`config.mk`:
```
export PLATFORM = sky130hd
export DESIGN_NAME = lift_ctrl_flat
export DESIGN_NICKNAME = d
export VERILOG_FILES = /design/src/rtl/lift_pkg.sv /design/src/rtl/lift_ctrl_if.sv /design/src/rtl/lift_timer.sv /design/src/rtl/lift_ctrl.sv /design/src/flat_wrapper.sv
export SDC_FILE = /design/constraint.sdc
export NUM_CORES = 1
export LEC_CHECK = 0
export ABC_AREA = 0
export BUFFER_PORTS_ARGS = -buffer_cell sky130_fd_sc_hd__buf_2
export CAP_MARGIN = 20
export CORE_MARGIN = 4
export CORE_UTILIZATION = 43
export CTS_CLUSTER_DIAMETER = 150
export CTS_CLUSTER_SIZE = 28
export DETAILED_ROUTE_END_ITERATION = 6
export GPL_TIMING_DRIVEN = 1
export SKIP_CTS_REPAIR_TIMING = 1
export SLEW_MARGIN = 20
export SYNTH_ARGS = -nofsm -noshare
export SYNTH_HDL_FRONTEND = slang
export SYNTH_HIERARCHICAL = 1
export SYNTH_SLANG_ARGS = --single-unit
export TNS_END_PERCENT = 30
```
`constraint.sdc`:
```
create_clock -name clk -period 3 [get_ports clk]
set_clock_uncertainty 0.2 [all_clocks]
set_input_delay 0.6 -clock clk [delete_from_list [all_inputs] [get_ports clk]]
set_output_delay 0.6 -clock clk [all_outputs]
set_load 0.005 [all_outputs]
```
`src/rtl/lift_pkg.sv`:
```
// lift_pkg: shared types and constants for the four-floor lift controller.
package lift_pkg;

  localparam int NUM_FLOORS = 4;

  typedef logic [1:0] floor_t;

  typedef enum logic [1:0] {
    IDLE      = 2'b00,
    UP        = 2'b01,
    DOWN      = 2'b10,
    DOOR_OPEN = 2'b11
  } lift_state_e;

endpackage

```
`src/rtl/lift_ctrl_if.sv`:
```
// lift_ctrl_if: request/state bundle between the floor-request encoder
// (master) and the lift controller (slave).
interface lift_ctrl_if;
  import lift_pkg::*;

  floor_t      floor;
  logic [1:0]  lift_state;

  modport master (output floor, input lift_state);
  modport slave  (input floor, output lift_state);
endinterface

```
`src/rtl/lift_timer.sv`:
```
// lift_timer: load/expire down-counter. Loading N-1 makes done_o assert
// N cycles later; the counter parks at zero once expired.
module lift_timer (
  input  logic       clk,
  input  logic       rst_n,
  input  logic       load_i,
  input  logic [7:0] load_val_i,
  output logic       done_o
);

  logic [7:0] cnt_q, cnt_d;

  // Next count: reload on request, otherwise count down to zero and hold.
  always_comb begin
    cnt_d = cnt_q;
    if (load_i)
      cnt_d = load_val_i;
    else if (cnt_q != 8'd0)
      cnt_d = cnt_q - 8'd1;
  end

  // Counter register.
  always_ff @(posedge clk or negedge rst_n) begin
    if (!rst_n) cnt_q <= 8'd0;
    else        cnt_q <= cnt_d;
  end

  assign done_o = (cnt_q == 8'd0);

endmodule

```
`src/rtl/lift_ctrl.sv`:
```
// lift_ctrl: single-car four-floor lift FSM. Samples the requested floor
// only while IDLE, steps one floor per FLOOR_CYCLES toward the latched
// target, then holds DOOR_OPEN for DOOR_CYCLES before returning to IDLE.
// Optional macro LIFT_POS_OUT_EN exposes the current floor on cur_floor_o.
module lift_ctrl
  import lift_pkg::*;
#(
  parameter int unsigned FLOOR_CYCLES = 1,
  parameter int unsigned DOOR_CYCLES  = 2
) (
  input  logic       clk,
  input  logic       rst_n,
`ifdef LIFT_POS_OUT_EN
  output floor_t     cur_floor_o,
`endif
  lift_ctrl_if.slave bus
);

  localparam logic [1:0] ST_IDLE = IDLE;
  localparam logic [1:0] ST_UP   = UP;
  localparam logic [1:0] ST_DOWN = DOWN;
  localparam logic [1:0] ST_DOOR = DOOR_OPEN;

  // Timer reload values are N-1 so expiry lands exactly N cycles later.
  localparam logic [7:0] FLOOR_LD = 8'(FLOOR_CYCLES - 1);
  localparam logic [7:0] DOOR_LD  = 8'(DOOR_CYCLES - 1);

  logic [1:0] state_q, state_d;
  floor_t     cur_floor_q, cur_floor_d;
  floor_t     target_q, target_d;
  logic       tmr_load;
  logic [7:0] tmr_val;
  logic       tmr_done;

  lift_timer u_timer (
    .clk        (clk),
    .rst_n      (rst_n),
    .load_i     (tmr_load),
    .load_val_i (tmr_val),
    .done_o     (tmr_done)
  );

  // Next-state logic: request sampling, floor stepping and door timing.
  always_comb begin
    state_d     = state_q;
    cur_floor_d = cur_floor_q;
    target_d    = target_q;
    tmr_load    = 1'b0;
    tmr_val     = FLOOR_LD;
    case (state_q)
      ST_IDLE: begin
        if (bus.floor > cur_floor_q) begin
          target_d = bus.floor;
          state_d  = ST_UP;
          tmr_load = 1'b1;
        end else if (bus.floor < cur_floor_q) begin
          target_d = bus.floor;
          state_d  = ST_DOWN;
          tmr_load = 1'b1;
        end
      end
      ST_UP: begin
        if (tmr_done) begin
          cur_floor_d = cur_floor_q + 2'd1;
          tmr_load    = 1'b1;
          if (cur_floor_d == target_q) begin
            state_d = ST_DOOR;
            tmr_val = DOOR_LD;
          end
        end
      end
      ST_DOWN: begin
        if (tmr_done) begin
          cur_floor_d = cur_floor_q - 2'd1;
          tmr_load    = 1'b1;
          if (cur_floor_d == target_q) begin
            state_d = ST_DOOR;
            tmr_val = DOOR_LD;
          end
        end
      end
      default: begin
        if (tmr_done) state_d = ST_IDLE;
      end
    endcase
  end

  // State, position and target registers; reset forgets the car position.
  always_ff @(posedge clk or negedge rst_n) begin
    if (!rst_n) begin
      state_q     <= ST_IDLE;
      cur_floor_q <= 2'd0;
      target_q    <= 2'd0;
    end else begin
      state_q     <= state_d;
      cur_floor_q <= cur_floor_d;
      target_q    <= target_d;
    end
  end

  assign bus.lift_state = state_q;
`ifdef LIFT_POS_OUT_EN
  assign cur_floor_o = cur_floor_q;
`endif

endmodule

```
`src/flat_wrapper.sv`:
```
// flat-port wrapper written by rule: the top's interface ports become plain ports
module lift_ctrl_flat import lift_pkg::*;
#(
  parameter int unsigned FLOOR_CYCLES = 1,
  parameter int unsigned DOOR_CYCLES  = 2
)
  (clk, rst_n, bus_floor, bus_lift_state);
  lift_ctrl_if bus_i ();
  input  logic clk;
  input  logic rst_n;
  input wire logic [$bits(bus_i.floor)-1:0] bus_floor;
  output wire logic [$bits(bus_i.lift_state)-1:0] bus_lift_state;
  assign bus_i.floor = bus_floor;
  assign bus_lift_state = bus_i.lift_state;
  lift_ctrl #(.FLOOR_CYCLES(FLOOR_CYCLES), .DOOR_CYCLES(DOOR_CYCLES)) u_core (.clk(clk), .rst_n(rst_n), .bus(bus_i));
endmodule
```
Word level (Yosys, flattened, before mapping)
Index checks and enable logic that the tools add are counted.
- reductions and logical operators: 11
- multiplexer cells: 24
- $add $sub $neg: 3
- order comparisons: 2
- equality and inequality tests: 9
- operators with widths (cell ; count):
    8-bit two-way mux ; 4
    2-bit two-way mux ; 11
    8-bit case mux with 2 select lines ; 1
    8-bit zero test ; 1
    2-bit by 1-bit inequality test with 1-bit output (second input constant) ; 4
    2-bit nonzero test ; 4
    8-bit nonzero test ; 1
    8-bit by 1-bit subtractor with 8-bit output (second input constant) ; 1
    2-bit case mux with 3 select lines ; 1
    6-bit AND reduction ; 1
    1-bit two-way mux ; 5
    2-bit == test ; 2
    2-bit case mux with 2 select lines ; 1
    3-bit by 1-bit inequality test with 1-bit output (second input constant) ; 1
    3-bit AND reduction ; 1
    2-bit by 1-bit adder with 2-bit output (second input constant) ; 1
    2-bit by 1-bit == test with 1-bit output (second input constant) ; 1
    2-bit == test (second input constant) ; 1
    2-bit > comparator ; 1
    2-bit zero test ; 1
    2-bit < comparator ; 1
    1-bit case mux with 2 select lines ; 1
    2-bit AND reduction ; 1
    2-bit OR reduction ; 1
    2-bit by 1-bit subtractor with 2-bit output (second input constant) ; 1
- bits in registers: 14
- output and inout port bits: 2
- logic and storage cells: 53
- bits of input ports: 4

Logic depth before layout (Yosys ltp)
- depth in word-level cells: 6
- depth in mapped cells: 10
- mapped depth without buffers: 9

Hierarchy
Netlist, hierarchy kept.
- by module, submodules not included (module ; area an instance (um2) ; cells an instance ; seq. area each (um2) ; times used):
    lift_ctrl ; 511.7 ; 57 ; 150.1 ; 1
    lift_timer ; 476.7 ; 54 ; 200.2 ; 1

Worst setup path after synthesis
OpenSTA, ideal clock, no wires.
- path kind: flip-flop to flip-flop
- from: register u_core.u_timer.cnt_q[0]
- to: register u_core.u_timer.cnt_q[4]
- path buffers: 2
- data required time: 2.721 ns
- path slack: 0.468 ns
- period minus slack after synthesis: 2.532 ns
- stages on the path, launching flop included: 11
- library setup time: 0.079 ns
- arrival time: 2.253 ns
- cell sequence: dfrtp_1 inv_1 ha_1 or3b_1 clkbuf_2 nor2_1 nand2_1 a21oi_1 dlygate4sd1_1 a21oi_1 a2bb2oi_1
- longest elaborated chain between the ends: 4
- elaborated cells on any way between the ends: 8
- classes of those cells: add/sub: 1; mux: 4; reduce/logical: 3
- ends and longest elaborated chain (element ; line ; text):
    start, declared ; lift_timer.sv:11 ; logic [7:0] cnt_q, cnt_d;
    start signal, assigned ; lift_timer.sv:25 ; else cnt_q <= cnt_d;
    8-bit zero test (*) ; lift_timer.sv:28 ; assign done_o = (cnt_q == 8'd0);
    net u_core.tmr_done ; lift_ctrl.sv:33 ; logic tmr_done;
    1-bit two-way mux (*) ; lift_ctrl.sv:63, lift_ctrl.sv:73 ;
    1-bit case mux with 2 select lines (*) ; lift_ctrl.sv:50 ; case (state_q)
    net u_core.tmr_load ; lift_ctrl.sv:31 ; logic tmr_load;
    8-bit two-way mux or 2-bit nonzero test (tied branches) ; n/a ;
The timed path passes the listed nets; every way through them passes the cells marked *. The select of a mux whose other input is x is not followed.
A chain may end at the register's enable or synchronous reset.

Final worst setup path
- from: register u_core.u_timer.cnt_q[0]
- to: register u_core.u_timer.cnt_q[6]
Same word-level chain as after synthesis.

==> results.sh <==
export IMPL_status="finished, final reports clean"
export IMPL_postSynthCellCount=111
export IMPL_cp_required_ns=2.95
export IMPL_async_reset_ff_frac=1.000
export IMPL_finalInstanceArea_um2=1095
export IMPL_synthAdderAreaFrac=0.08861
export IMPL_tns_ns=0
export IMPL_pwr_share_clk=0.139
export IMPL_grt_overflow_total=0
export IMPL_antenna_found_initial=0
export IMPL_clockBufferDepth=2
export IMPL_hold_viol_final=0
export IMPL_rsz0062_at_grt="no"
export IMPL_ff2ff_path_depth=9
export IMPL_row_count=17
export IMPL_die_height_um=55.95
export IMPL_top_usage_layer="met2"
export IMPL_postLayoutCoreUtil=0.4997
export IMPL_finalPower_mw=0.7476
export IMPL_r2r_slack_ns=0.31
export IMPL_cts_made_buffers=3
export IMPL_drt_total_wl_um=2013
export IMPL_area_growth_synth_to_final_pct=10.76
export IMPL_grt_use_met1=0.1804
export IMPL_yosysTopAreaCell="dfrtp_1"
export IMPL_yosys_warnings=6
export IMPL_core_area_um2=2191
export IMPL_synth_top_family_by_area="compound AO/OA/AOI/OAI gates"
export IMPL_synth_top_area_frac=0.3544
export IMPL_yosys_register_bits=14
export IMPL_cts_num_sinks=14
export IMPL_cts_htree_levels=1
export IMPL_final_nets=138
export IMPL_gr_usage_all_layers=0.1451
export IMPL_synth_edff_count=0
export IMPL_final_cell_mix="dfrtp_1 (14), nor2_1 (11), inv_1 (9), nand2_1 (9), a21oi_1 (9)"
export IMPL_clk_pin_slew_ns=0.09
export IMPL_p_switching_mw=0.3078
export IMPL_multiInputGateArea_um2=613.1
export IMPL_clock_latency_ns=0.27
export IMPL_synth_avg_cell_area_um2=8.905
export IMPL_synthXorXnorAreaFrac=0.05190
export IMPL_fin_cells=153
export IMPL_grt_pass1_wl_um=3636
export IMPL_arrival_ns=2.64
export IMPL_use_met3=0.04176
export IMPL_cp_start_kind="register"
export IMPL_holdCritPathClass="in -> async"
export IMPL_synth_compound_gate_area_share=0.2089
export IMPL_final_common_cell="dfrtp_1"
export IMPL_end_kind="register"
export IMPL_vias_per_cell=5.399
export IMPL_synth_area_um2=988.4
export IMPL_worstPathMaxFanout=7
export IMPL_ir_drop_mv=0.3934
export IMPL_antennaDiodeCount=0
export IMPL_setup_viol=0
export IMPL_fillers=220
export IMPL_die_w_um=55.95
export IMPL_seqPwrFrac=0.467
export IMPL_synth_ff_type="dfrtp_1"
export IMPL_drtPass1Iterations=4
export IMPL_start_util=0.4512
export IMPL_yosys_top_cells_area="dfrtp_1 (35%), ha_1 (8.9%), a21oi_1 (4.6%), nor2_1 (4.2%), xnor2_1 (3.5%)"
export IMPL_max_freq_ghz=0.3713
export IMPL_muxShareOfSynthArea=0.04557
export IMPL_final_max_slew_viol_count=0
export IMPL_antenna_left=0
export IMPL_yosysSeqAreaShare=0.3544
export IMPL_ys_types=37
export IMPL_max_slew_worst_pin_slew_ns=0.5190
export IMPL_wl_per_cell_um=13.16
export IMPL_power_internal_mw=0.4398
export IMPL_place_area_um2=1072
export IMPL_post_route_period_util=0.8977
export IMPL_pin_count=6
export IMPL_use_met2=0.2483
export IMPL_clock_root_buffer="clkbuf_4"
export IMPL_period_needed_ns=2.693
export IMPL_drive_gt1_frac=0.1120
export IMPL_leakagePower_nw=0.4581
export IMPL_grt_pass1_vias=812
export IMPL_portBuffers=5
export IMPL_grt_max_degree=15
export IMPL_cts_tree="yes"
export IMPL_gp_congestion=0.8706
export IMPL_num_vias=826
export IMPL_power_density_nw_per_um2=682.8
export IMPL_dp_hpwl_um=1557
export IMPL_drtIter0Drc=24
export IMPL_maxCapViolCount=0
export IMPL_relSlewSlack=0.6508
export IMPL_worstSetupPathType="reg -> reg"
export IMPL_drc=0
export IMPL_dieArea_um2=3130
export IMPL_netSwitchingFraction=0.4117
export IMPL_seq_area_um2=350.3
export IMPL_p_comb_frac=0.394
export IMPL_dp_cells=150
export IMPL_synth_simple_area_share=0.1987
-- synthesized netlist by cell type (all sizes together) (2+ instances only) --
| cell type | instances |
|---|---|
| a21oi | 9 |
| dfrtp | 14 |
| ha | 7 |
| inv | 9 |
| mux2 | 4 |
| nand2 | 9 |
| nand2b | 2 |
| nand3 | 3 |
| nor2 | 11 |
| nor2b | 2 |
| nor3 | 4 |
| nor4 | 2 |
| o21ai | 8 |
| o31ai | 3 |
| or4 | 2 |
| xnor2 | 4 |
-- worst max-delay path: stages (launching register included) --
cell      delay (ns)
dfrtp_1         0.42
inv_1           0.10
ha_1            0.23
or3b_1          0.47
nor2_1          0.18
nand2_1         0.10
a21oi_1         0.41
inv_1           0.19
o311ai_0        0.15
nand3_1         0.12
-- cell families (layout without fill, tap and decap cells) --
| kind of cell | count (synthesis) | after routing |
|---|---|---|
| compound gates | 30 | 30 |
| xor+xnor | 5 | 5 |
| fa+ha+maj | 7 | 7 |
| buf+inv | 11 | 19 |
| flops | 14 | 14 |
| mux | 4 | 4 |
| other cells | 1 | 7 |
| simple gates | 39 | 39 |
-- power groups by stage --
stage	logic [mW]	clock network, mW	registers, mW
after floorplan	0.243	0	0.326
after global placement	0.293	0	0.348
after detailed placement	0.296	0	0.346
after CTS	0.295	0.112	0.346
after global routing	0.340	0.122	0.369
final	0.294	0.104	0.349
-- layout make-up --
type | instances | area share
Multi-Input combinational cell | 92 | 0.5600
Tap cell | 28 | 0.03200
Timing Repair Buffer | 7 | 0.03657
Sequential cell | 14 | 0.3200
Clock buffer | 3 | 0.02057
Inverter | 9 | 0.03086
-- per-layer routing --
metal,routed length (um),up-vias
li1,-,424
met1,930,391
met2,1011,9
met3,54,2
met4,16,0
met5,0,-
-- metrics by stage --
step	worst slack, ns	hold slack (ns)
3_3_place_gp	0.5073	0.2898
2_1_floorplan	0.4679	0.1044
4_1_cts	0.3077	0.02030
5_1_grt	0.04752	0.02266
6_report	0.3068	0.01771
3_5_place_dp	0.2972	0.3060
-- final timing paths --
path                                      endpoint                    start
max                        u_core/u_timer/cnt_q[6]  u_core/u_timer/cnt_q[0]
min                        u_core/u_timer/cnt_q[7]                    rst_n
max reg2reg                u_core/u_timer/cnt_q[6]  u_core/u_timer/cnt_q[0]
min reg2reg                     u_core/target_q[0]       u_core/target_q[0]
max in group asynchronous    u_core/cur_floor_q[0]                    rst_n
min in group clk                u_core/target_q[0]       u_core/target_q[0]
-- registers in the layout, summed over array words and instances (netlist names) --
| register | flops |
|---|---|
| u_core/bus.lift_state | 2 |
| u_core/u_timer/cnt_q | 8 |
| u_core/target_q | 2 |
| u_core/cur_floor_q | 2 |
Power figures use the tool's default switching activity.
